### src/rtl/uart_rx_core.sv
// UART receiver: 2-FF input synchroniser, oversampled majority-vote bit recovery,
// optional parity, 1-2 stop bits and a valid/ready output register with overrun flag.
module uart_rx_core #(
    parameter int DATA_BITS  = 8,
    parameter int OVERSAMPLE = 16,
    parameter int PARITY_EN  = 0,
    parameter int PARITY_ODD = 0,
    parameter int STOP_BITS  = 1
) (
    input  logic                 clk_i,
    input  logic                 rstb_i,
    input  logic                 baud_tick_i,
    input  logic                 rxd_i,
    input  logic                 rx_ready_i,
    output logic [DATA_BITS-1:0] rx_data_o,
    output logic                 rx_valid_o,
    output logic                 parity_err_o,
    output logic                 frame_err_o,
    output logic                 overrun_err_o,
    output logic                 busy_o
);
    localparam int CNT_W = $clog2(OVERSAMPLE);
    localparam int BIT_W = $clog2(DATA_BITS + 1);
    localparam logic [CNT_W-1:0] VOTE0     = CNT_W'(OVERSAMPLE / 2 - 1);
    localparam logic [CNT_W-1:0] VOTE1     = CNT_W'(OVERSAMPLE / 2);
    localparam logic [CNT_W-1:0] VOTE2     = CNT_W'(OVERSAMPLE / 2 + 1);
    localparam logic [CNT_W-1:0] CNT_LAST  = CNT_W'(OVERSAMPLE - 1);
    localparam logic [BIT_W-1:0] DATA_LAST = BIT_W'(DATA_BITS);
    localparam logic [BIT_W-1:0] STOP_LAST = BIT_W'(STOP_BITS - 1);
    localparam logic             PAR_ODD   = (PARITY_ODD != 0);
    localparam logic             PAR_EN    = (PARITY_EN != 0);

    typedef enum logic [2:0] {
        S_IDLE, S_START, S_DATA, S_PARITY, S_STOP, S_WAIT_IDLE
    } state_t;

    state_t               state_q, state_d;
    logic                 sync1_q, sync2_q;
    logic [CNT_W-1:0]     tick_cnt_q, tick_cnt_d;
    logic [BIT_W-1:0]     bit_cnt_q, bit_cnt_d;
    logic [DATA_BITS-1:0] shift_q, shift_d;
    logic [1:0]           samp_q, samp_d;
    logic                 par_err_q, par_err_d;
    logic                 frm_err_q, frm_err_d;
    logic                 done_d, done_q;
    logic [DATA_BITS-1:0] rx_data_q;
    logic                 rx_valid_q, perr_out_q, ferr_out_q, ovr_q;
    logic                 rxd_s, bit_val, at_vote, at_end;

    assign rxd_s   = sync2_q;
    assign at_vote = (tick_cnt_q == VOTE2);
    assign at_end  = (tick_cnt_q == CNT_LAST);
    // Third vote is the live sample taken on the same tick the decision is made.
    assign bit_val = (samp_q[0] & samp_q[1]) | (samp_q[0] & rxd_s) | (samp_q[1] & rxd_s);

    always_ff @(posedge clk_i or negedge rstb_i) begin
        if (!rstb_i) begin
            sync1_q    <= 1'b1;
            sync2_q    <= 1'b1;
            state_q    <= S_IDLE;
            tick_cnt_q <= '0;
            bit_cnt_q  <= '0;
            shift_q    <= '0;
            samp_q     <= '0;
            par_err_q  <= 1'b0;
            frm_err_q  <= 1'b0;
            done_q     <= 1'b0;
        end else begin
            sync1_q    <= rxd_i;
            sync2_q    <= sync1_q;
            state_q    <= state_d;
            tick_cnt_q <= tick_cnt_d;
            bit_cnt_q  <= bit_cnt_d;
            shift_q    <= shift_d;
            samp_q     <= samp_d;
            par_err_q  <= par_err_d;
            frm_err_q  <= frm_err_d;
            done_q     <= done_d;
        end
    end

    always_comb begin
        state_d    = state_q;
        tick_cnt_d = tick_cnt_q;
        bit_cnt_d  = bit_cnt_q;
        shift_d    = shift_q;
        samp_d     = samp_q;
        par_err_d  = par_err_q;
        frm_err_d  = frm_err_q;
        done_d     = 1'b0;
        if (baud_tick_i) begin
            if (state_q != S_IDLE && state_q != S_WAIT_IDLE) begin
                tick_cnt_d = at_end ? '0 : tick_cnt_q + 1'b1;
                if (tick_cnt_q == VOTE0) samp_d[0] = rxd_s;
                if (tick_cnt_q == VOTE1) samp_d[1] = rxd_s;
            end
            case (state_q)
                S_IDLE: begin
                    if (!rxd_s) begin
                        state_d    = S_START;
                        tick_cnt_d = '0;
                        bit_cnt_d  = '0;
                        par_err_d  = 1'b0;
                        frm_err_d  = 1'b0;
                    end
                end
                S_START: begin
                    if (at_vote && bit_val) begin
                        state_d    = S_IDLE;
                        tick_cnt_d = '0;
                    end else if (at_end) begin
                        state_d = S_DATA;
                    end
                end
                S_DATA: begin
                    if (at_vote) begin
                        shift_d   = {bit_val, shift_q[DATA_BITS-1:1]};
                        bit_cnt_d = bit_cnt_q + 1'b1;
                    end
                    if (at_end && bit_cnt_q == DATA_LAST) begin
                        bit_cnt_d = '0;
                        state_d   = PAR_EN ? S_PARITY : S_STOP;
                    end
                end
                S_PARITY: begin
                    if (at_vote) par_err_d = (^shift_q) ^ bit_val ^ PAR_ODD;
                    if (at_end) state_d = S_STOP;
                end
                S_STOP: begin
                    // The frame completes at the midpoint of the last stop bit.
                    if (at_vote) begin
                        frm_err_d = frm_err_q | ~bit_val;
                        if (bit_cnt_q == STOP_LAST) begin
                            done_d     = 1'b1;
                            tick_cnt_d = '0;
                            bit_cnt_d  = '0;
                            state_d    = frm_err_d ? S_WAIT_IDLE : S_IDLE;
                        end else begin
                            bit_cnt_d = bit_cnt_q + 1'b1;
                        end
                    end
                end
                S_WAIT_IDLE: begin
                    if (rxd_s) state_d = S_IDLE;
                end
                default: state_d = S_IDLE;
            endcase
        end
    end

    // A completed frame is dropped only if the held word is not being accepted this edge.
    always_ff @(posedge clk_i or negedge rstb_i) begin
        if (!rstb_i) begin
            rx_data_q  <= '0;
            rx_valid_q <= 1'b0;
            perr_out_q <= 1'b0;
            ferr_out_q <= 1'b0;
            ovr_q      <= 1'b0;
        end else begin
            ovr_q <= 1'b0;
            if (done_q) begin
                if (!rx_valid_q || rx_ready_i) begin
                    rx_data_q  <= shift_q;
                    perr_out_q <= par_err_q;
                    ferr_out_q <= frm_err_q;
                    rx_valid_q <= 1'b1;
                end else begin
                    ovr_q <= 1'b1;
                end
            end else if (rx_valid_q && rx_ready_i) begin
                rx_valid_q <= 1'b0;
            end
        end
    end

    assign rx_data_o     = rx_data_q;
    assign rx_valid_o    = rx_valid_q;
    assign parity_err_o  = perr_out_q;
    assign frame_err_o   = ferr_out_q;
    assign overrun_err_o = ovr_q;
    assign busy_o        = (state_q != S_IDLE);
endmodule

### config.mk
export PLATFORM = sky130hd
export DESIGN_NAME = uart_rx_core
export DESIGN_NICKNAME = d
export VERILOG_FILES = /design/src/rtl/uart_rx_core.sv
export SDC_FILE = /design/constraint.sdc
export NUM_CORES = 1
export LEC_CHECK = 0
export CAP_MARGIN = 20
export CORE_ASPECT_RATIO = 1.4
export CORE_MARGIN = 2
export CORE_UTILIZATION = 50
export CTS_CLUSTER_DIAMETER = 150
export DETAILED_ROUTE_END_ITERATION = 10
export PLACE_DENSITY = 0.71
export SLEW_MARGIN = 20
export SYNTH_ARGS = -nofsm -noshare
export SYNTH_HDL_FRONTEND = slang
export SYNTH_SLANG_ARGS = --single-unit
export TNS_END_PERCENT = 5
### constraint.sdc
create_clock -name clk_i -period 5.6 [get_ports clk_i]
set_input_delay 0.56 -clock clk_i [delete_from_list [all_inputs] [get_ports clk_i]]
set_output_delay 0.56 -clock clk_i [all_outputs]
set_load 0.02 [all_outputs]
==> results of run 1 <==
-- worst reg2reg max path, delay by kind of cell (launching register included) --
| kind | cells | cell delay (ps) |
|---|---|---|
| buf+inv | 1 | 100 |
| fa+ha+maj | 1 | 170 |
| simple gates | 3 | 1100 |
| flops | 1 | 420 |
| mux | 1 | 390 |
-- stage by stage --
stage / setup WS, ps / hold WS [ps] / total power (W)
6_report: 3121 / 358.9 / 0.0009023
5_1_grt: 2951 / 365.9 / 0.0009621
4_1_cts: 3116 / 360.6 / 0.0009077
3_5_place_dp: 3168 / 349.8 / 0.0006173
3_3_place_gp: 3231 / 347.9 / 0.0006028
2_1_floorplan: 3636 / 264.4 / 0.0005589
-- cells in the mapped netlist, drive strengths merged, types with 2 or more instances --
library cell / n / area [µm²]
nor2: 7 / 26.28
a21boi: 2 / 15.01
mux2: 21 / 266.5
dfstp: 2 / 52.55
nor3: 3 / 15.01
o22ai: 3 / 18.77
o31ai: 2 / 15.01
buf: 6 / 50.04
ha: 5 / 62.56
nand2b: 4 / 25.02
a21oi: 8 / 40.04
dfrtp: 36 / 900.9
a221oi: 2 / 23.77
o21ai: 5 / 25.02
xnor2: 9 / 78.83
and3: 2 / 12.51
o41ai: 3 / 45.05
nor2b: 2 / 12.51
nand3: 5 / 25.02
inv: 14 / 52.55
nand2: 16 / 62.56
-- state kept, by name, indices dropped and copies added, names as in the netlist --
register       flops
bit_cnt_q          4
done_q             1
frame_err_o        1
frm_err_q          1
overrun_err_o      1
par_err_q          1
parity_err_o       1
rx_data_o          8
rx_valid_o         1
rxd_s              1
samp_q             2
shift_q            8
state_q            3
sync1_q            1
tick_cnt_q         4
-- power breakdown --
part / total [W] / switching, W / internal (W)
clock: 0.000288 / 0.0000982 / 0.000190
sequential: 0.000365 / 0.0000599 / 0.000305
combinational: 0.000249 / 0.000143 / 0.000106
-- logic make-up after synthesis --
family                   count (synthesis)
AO/OA/AOI/OAI                           33
XOR/XNOR                                10
adder cells (fa/ha/maj)                  6
buffers and inverters                   20
flip-flops                              38
multiplexers                            21
AND/OR/NAND/NOR                         47
-- final timing paths --
kind                            endpoint  slack (ps)
setup / recovery                  busy_o        3120
hold / removal             overrun_err_o         360
setup reg to reg              shift_q[7]        3310
hold reg to reg                    rxd_s         360
max in group asynchronous   rx_data_o[6]        4710
min in group clk_i                 rxd_s         360
-- cell type report --
type	count	area, µm²	area share [%]
Clock buffer	6	82.58	3.575
Clock inverter	2	60.06	2.600
Timing Repair Buffer	17	165.2	7.151
Multi-Input combinational cell	117	942.2	40.79
Inverter	14	52.55	2.275
Sequential cell	38	953.4	41.28
Tap cell	43	53.80	2.329
-- layer usage --
layer | wire [µm] | part of all wire [%] | vias up | track usage, %
met5 | 0 | 0 | - | 0
met4 | 44 | 1.2 | 0 | 6.279
met3 | 129 | 3.4 | 5 | 4.560
met2 | 1997 | 53 | 32 | 31.48
met1 | 1584 | 42 | 661 | 22.59
li1 | - | - | 653 | -
==> key figures, run 1 <==
Status
  • Status: complete, no violations

Clock tree
  • Clock Sinks: 38
  • Worst-Skew Late Latency: a little under 300 ps
  • CTS Hold Buffers Added: 0
  • CTS tree: done
  • CTS Root Cell: clkbuf_8
  • Cts repair resizes: 0
  • H-tree depth: 2
  • Max clock buf depth: 2
  • CTS Buf Count: 5
  • Worst-path clk slew: ~80 ps
  • Post-CTS Setup Bufs: 0

Global routing
  • Vias in the first global route: between 1000 and 1500
  • Initial antenna violation count: 0
  • Largest net degree at the start of global routing: 39
  • First-pass GRT wire length: about 6600 µm
  • Grt ovf: 0
  • Gr usage total: 18.51%

Synth
  • Ys Warns: 0
  • Syn nets: between 150 and 200
  • Largest family of logic cells by synthesized area: multiplexers
  • Netlist cell types: 48
  • Mux contribution to synthesized area: a little over an eighth
  • Synth Area in XOR/XNOR: between 4 and 5%
  • Synth Area in Simple Gates: approximately 13%
  • Seq cells post-synth: 38
  • Cells after Synth: between 150 and 200
  • EDFF count, synth: 0
  • Asr flop ratio synth: 100.0%
  • Sequential cell area fraction in the yosys report: about 48%
  • Syn avg cell area: 11.42 µm²
  • Synth Flop Type: dfrtp_1
  • Synth Area in Compound Gates: between 10% and 20%
  • Area share of fa/ha/maj cells after synthesis: under 10%
  • Post-Syn Area: about 2000 µm²

STA
  • RSZ-0062 raised after global routing: no
  • Final period utilization: between 40 and 50%
  • Final setup viols: 0
  • Worst-Margin Slew: 830.2 ps
  • Slew headroom: roughly 45%
  • Slew Limit Fails: 0
  • Fmax: approximately 0.40 GHz
  • Fin Setup TNS: 0 ps
  • Period minus WS final: around 2500 ps
  • Final hold violation count: 0
  • Layout Skew: around 3 ps

Floorplan
  • Die X: between 50 and 60 µm
  • I/O Pins: 18
  • Die height: slightly below 80 µm
  • Core ar.: 3885 µm²
  • Initial Util: 51.43%
  • Die area: 4525 µm²
  • Std cell rows: 27

Setup path
  • CP max-delay cell: dfrtp_1
  • Crit Path Class: reg2out
  • Worst Setup SP: state_q[2]
  • Setup crit start kind: flip-flop
  • Worst endpoint data arrival time: approximately 1900 ps
  • Max incr delay on CP: roughly 560 ps
  • Worst R2R Start: tick_cnt_q[1]
  • CP Capture Type: output pin
  • Worst Path Required: about 5000 ps
  • Critical-path maximum fanout: 15
  • Cell chain of the critical path: nor3_1 -> inv_1 -> clkdlybuf4s50_1
  • Critical Path Stages: 3
  • Top cell family by delay on the critical path: buffers and inverters
  • Critical path buffers and inverters: 2
  • R2R cell count: 6

Finish
  • Fillcell total: ~340
  • Most common cell after layout, fill and taps aside: dfrtp_1
  • Non-filler cells, final: 237
  • Final Net Count: roughly 200
  • Diode count: 0
  • Area grow syn2layout: 15.59%
  • Layout cells sized above 1: between 10% and 20%
  • Cell area after layout: roughly 2300 µm²
  • Most frequent cells in the layout: dfrtp_1, clkdlybuf4s50_1, nand2_1, inv_1, mux2_2
  • Final design utilization: roughly three fifths

Placed design
  • Gp weighted congestion: about 0.80
  • Number of port buffers: 17
  • HPWL after detailed placement: around 2700 µm
  • Placed cell area: approximately 2200 µm²
  • Placed Cells: between 200 and 250

Route
  • Wire per inst: between 15 and 20 µm
  • Routed WL: between 3000 and 4000 µm
  • DRT Pass-1 Iters: 4
  • DR iter-0 viols: 36
  • Vias post-DR: about 1400
  • Drt via density: approximately 5.7
  • ANT nets after route: 0
  • Residual DRC count: 0

Power
  • Leak pwr: ~1.1 nW
  • Power density cells: 390.6 nW/µm²
  • Peak supply drop: 293.6 µV

Flow run
  • Max_cap viols: 0

Hold path
  • HP Class: in2async
(Power assumes the default switching activity.)
==> run 2: changes to the inputs <==
==> constraint.sdc (replaced) <==
create_clock -name clk_i -period 2.45 [get_ports clk_i]
set_input_delay 0.245 -clock clk_i [delete_from_list [all_inputs] [get_ports clk_i]]
set_output_delay 0.245 -clock clk_i [all_outputs]
set_load 0.02 [all_outputs]
==> run 2 against run 1 <==
Effect of this change: global-route usage is 0.14 points higher; flip-flop and latch count stayed put; final area stayed put; critical path type is now reg2reg; largest cell class unchanged.
==> key figures, run 2 (synthesis gave the netlist of run 1 again) <==
Finish
  • Diode count: 0
  • Cell area after layout: 2310 µm²
  • Reg area: between 900 and 1000 µm²
  • Final design utilization: around three fifths
  • Most frequent cells in the layout: dfrtp_1, clkdlybuf4s50_1, nand2_1, inv_1, mux2_2
  • Fillcell total: 325
  • Final Net Count: 203
  • Layout cells sized above 1: 18.56%
  • Area grow syn2layout: 15.59%
  • Area of the multi-input gates: 942.2 µm²
  • Most common cell after layout, fill and taps aside: dfrtp_1

Route
  • DR iter-0 viols: between 50 and 60
  • Drt via density: around 5.8
  • ANT nets after route: 0
  • Routed WL: about 3700 µm
  • DRT Pass-1 Iters: 4
  • Wire per inst: between 15 and 20 µm
  • Residual DRC count: 0
  • Vias post-DR: about 1400

STA
  • Period minus WS final: 2228 ps
  • Fin Setup TNS: 0 ps
  • Final worst slack: roughly 220 ps
  • Final period utilization: 90.93%
  • Fmax: 0.4489 GHz
  • Final setup viols: 0
  • Layout Skew: around 6.6 ps
  • Final hold violation count: 0
  • RSZ-0062 raised after global routing: no
  • Slew Limit Fails: 0
  • Slew headroom: 44.67%
  • Worst-Margin Slew: 830.0 ps

Global routing
  • Initial antenna violation count: 0
  • Largest net degree at the start of global routing: 39
  • Gr usage total: 18.65%
  • Grt ovf: 0
  • First-pass GRT wire length: approximately 6600 µm
  • Vias in the first global route: around 1400

Clock tree
  • Clock Sinks: 38
  • Cts repair resizes: 0
  • CTS Buf Count: 5
  • CTS Hold Buffers Added: 0
  • CTS Root Cell: clkbuf_8
  • CTS tree: done
  • Worst-path clk slew: ~70 ps
  • Worst-Skew Late Latency: between 200 and 300 ps
  • Post-CTS Setup Bufs: 0
  • H-tree depth: 2
  • Max clock buf depth: 2

Power
  • Peak supply drop: around 620 µV
  • Leak pwr: 1.055 nW
  • Total chip power: 0.002059 W
  • Power density cells: a little under 900 nW/µm²

Placed design
  • Number of port buffers: 17
  • HPWL after detailed placement: about 2700 µm
  • Pre-CTS WS: ~240 ps
  • Gp weighted congestion: roughly 0.8
  • Placed cell area: around 2200 µm²

Floorplan
  • I/O Pins: 18
  • Core ar.: around 3900 µm²
  • Std cell rows: 27
  • Die height: 78.80 µm
  • Die X: around 57 µm
  • Die area: between 4000 and 5000 µm²
  • Initial Util: between 50% and 60%

Status
  • Status: complete, no violations

Setup path
  • CP Capture Type: flip-flop
  • Critical-path maximum fanout: 8
  • Worst endpoint data arrival time: approximately 2400 ps
  • Worst Path Required: 2620 ps
  • Setup crit start kind: flip-flop
  • Crit Path Class: reg2reg

Flow run
  • Max_cap viols: 0

Hold path
  • HP Class: in2async
[run 2: cell counts in the layout (fill, tap and decap cells not counted)]
Identical to the previous run, type by type.
[run 2: report_power, final]
part | switching (W) | total (W) | leakage [nW] | internal [W]
logic | 0.000331 | 0.000571 | 0.470 | 0.000240
registers | 0.000136 | 0.000835 | 0.514 | 0.000698
clock network | 0.000219 | 0.000653 | 0.0714 | 0.000434
total | 0.000687 | 0.00206 | 1.05 | 0.00137
[run 2: routing by layer]
layer / part of all wire (%) / vias to the layer above / global-route usage, %
li1: - / 652 / -
met1: 42 / 679 / 21.66
met2: 53 / 27 / 32.73
met3: 3.5 / 6 / 4.397
met4: 1.7 / 0 / 6.977
met5: 0 / - / 0
[run 2: final timing paths]
| kind | from | end | slack (ps) | cells past startpoint |
|---|---|---|---|---|
| worst max-delay path | tick_cnt_q[1] | shift_q[7] | 220 | 6 |
| worst min-delay path | rstb_i | overrun_err_o | 50 | 1 |
| worst max register to register | tick_cnt_q[1] | shift_q[7] | 220 | 6 |
| worst min register to register | sync1_q | rxd_s | 360 | 0 |
| max in group asynchronous | rstb_i | shift_q[7] | 1870 | 1 |
| min in group clk_i | rxd_i | sync1_q | 360 | 1 |
[run 2: worst max-delay path, stage by stage, from the launching register on]
cell and delay (ps):
dfrtp_1 420, inv_1 100, ha_1 160, and3b_1 310
nand2_2 90, or4_1 650, mux2_4 380
[run 2: metrics by stage]
| stage | hold WS, ps | cells |
|---|---|---|
| finish | 51.75 | 237 |
| global route | 121.8 | 237 |
| detailed placement | 351.4 | 229 |
| global placement | 347.9 | 229 |
| floorplan | -50.59 | 175 |
| CTS | 73.41 | 237 |
[run 2: final cells by class]
class	count	area share, %
clock buffer	6	3.575
clock inverter	2	2.600
inverter	14	2.275
multi-input combinational	117	40.79
sequential	38	41.28
tap	43	2.329
timing repair buffer	17	7.151
==> run 3: changes to the inputs <==
--- a/config.mk
+++ b/config.mk
@@ -8,10 +8,10 @@
 export CAP_MARGIN = 20
 export CORE_ASPECT_RATIO = 1.4
 export CORE_MARGIN = 2
-export CORE_UTILIZATION = 50
+export CORE_UTILIZATION = 57
 export CTS_CLUSTER_DIAMETER = 150
 export DETAILED_ROUTE_END_ITERATION = 10
-export PLACE_DENSITY = 0.71
+export PLACE_DENSITY = 0.79
 export SLEW_MARGIN = 20
 export SYNTH_ARGS = -nofsm -noshare
 export SYNTH_HDL_FRONTEND = slang
==> run 3 against run 2 <==
Effect of this change: combinational power up 2%; non-clock buffer count up 1; final area down 1.4%; critical path depth unchanged; routed wire length up 1.4%; worst hold slack better by 310 ps; total power down 10%; sequential power about the same; count of clock-buffer cells in the layout up 2.
==> key figures, run 3 (synthesis gave the netlist of run 1 again) <==
STA
  • Worst-Margin Slew: between 600 and 700 ps
  • Fmax: approximately 0.44 GHz
  • Slew headroom: 55.64%
  • Final period utilization: 92.03%
  • Fin Setup TNS: 0 ps
  • Final hold violation count: 0
  • Period minus WS final: about 2300 ps
  • RSZ-0062 raised after global routing: no
  • Layout Skew: about 2.8 ps
  • Final worst slack: ~200 ps
  • Final setup viols: 0
  • Slew Limit Fails: 0

Clock tree
  • Cts repair resizes: 0
  • Post-CTS Setup Bufs: 0
  • Max clock buf depth: 2
  • CTS Root Cell: clkbuf_8
  • Worst-Skew Late Latency: around 290 ps
  • CTS Buf Count: 5
  • H-tree depth: 2
  • Worst-path clk slew: 70 ps
  • Clock Sinks: 38
  • CTS tree: done
  • CTS Hold Buffers Added: 0

Placed design
  • Pre-CTS WS: 190.9 ps
  • Number of port buffers: 17
  • HPWL after detailed placement: around 2900 µm
  • Placed Cells: around 230
  • Gp weighted congestion: approximately 0.87

Global routing
  • Grt ovf: 0
  • Largest net degree at the start of global routing: 26
  • First-pass GRT wire length: around 6000 µm
  • Gr usage total: 21.66%
  • Initial antenna violation count: 0
  • Vias in the first global route: 1439

Finish
  • Most common cell after layout, fill and taps aside: dfrtp_1
  • Most frequent cells in the layout: dfrtp_1, clkdlybuf4s50_1, nand2_1, inv_1, mux2_2
  • Final design utilization: slightly below 70%
  • Non-filler cells, final: around 240
  • Layout cells sized above 1: about 17%
  • Final Net Count: approximately 200
  • Area grow syn2layout: 14.03%
  • Diode count: 0

Floorplan
  • Core ar.: roughly 3400 µm²
  • Die height: approximately 74 µm
  • I/O Pins: 18
  • Std cell rows: 25
  • Die area: 4002 µm²
  • Initial Util: roughly 59%
  • Die X: approximately 54 µm

Power
  • Leak pwr: approximately 1.0 nW
  • Peak supply drop: about 510 µV
  • Power density cells: 812.3 nW/µm²
  • Total chip power: 0.001851 W

Route
  • DRT Pass-1 Iters: 4
  • Vias post-DR: approximately 1400
  • Wire per inst: around 16 µm
  • ANT nets after route: 0
  • Drt via density: between 5 and 6
  • DR iter-0 viols: 23
  • Routed WL: 3727 µm
  • Residual DRC count: 0

Setup path
  • Setup crit start kind: flip-flop
  • CP Capture Type: flip-flop
  • Worst endpoint data arrival time: 2430 ps
  • Worst Path Required: around 2600 ps
  • Crit Path Class: reg2reg
  • Critical-path maximum fanout: 8

Status
  • Status: complete, no violations

Hold path
  • HP Class: in2async

Flow run
  • Max_cap viols: 0
## run 3: cell count changes in the layout (fill, tap and decap cells not counted)
| cell | change |
|---|---|
| buf_12 | +1 |
| buf_2 | -1 |
| clkbuf_1 | +2 |
| bufinv_16 | -2 |
| clkdlybuf4s50_1 | +1 |
## run 3: worst max-delay path: stages (launching register included)
cell and delay [ps]:
dfrtp_1 420, inv_1 100, ha_1 170, and3b_1 300, nand2_2 80, or4_1 670
mux2_4 390
## run 3: final cells by class
type,instances,area (µm²)
Sequential cell,38,953.4
Tap cell,40,50.05
Inverter,14,52.55
Clock buffer,8,90.09
Timing Repair Buffer,18,190.2
Multi-Input combinational cell,117,942.2
Fill cell,265,1100
## run 3: path summary, 6_finish.rpt
check                               from            to  slack, ps  cells past startpoint
min reg2reg                      sync1_q         rxd_s        360                      0
max in group asynchronous         rstb_i    state_q[2]       1530                      2
min in group clk_i               sync1_q         rxd_s        360                      0
min                               rstb_i  rx_data_o[5]        360                      1
max reg2reg                tick_cnt_q[1]    shift_q[5]        200                      6
max                        tick_cnt_q[1]    shift_q[5]        200                      6
## run 3: per-layer routing
metal  vias to the layer above  track usage, %  share of wire [%]
li1                        654               -                  -
met1                       679           21.30                 38
met2                        42           40.11                 54
met3                        15           5.221                3.9
met4                         0           11.67                3.8
met5                         -               0                  0
## run 3: report_power, final
group | internal [W] | switching [W]
Clock | 0.000229 | 0.000205
Combinational | 0.000246 | 0.000338
Sequential | 0.000699 | 0.000134
## run 3: stage by stage
stage,instance area (µm²),hold WS [ps]
detailed placement,2188,351.6
CTS,2278,361.6
global placement,2188,346.5
floorplan,1998,-50.59
global route,2278,362.7
finish,2278,360.1
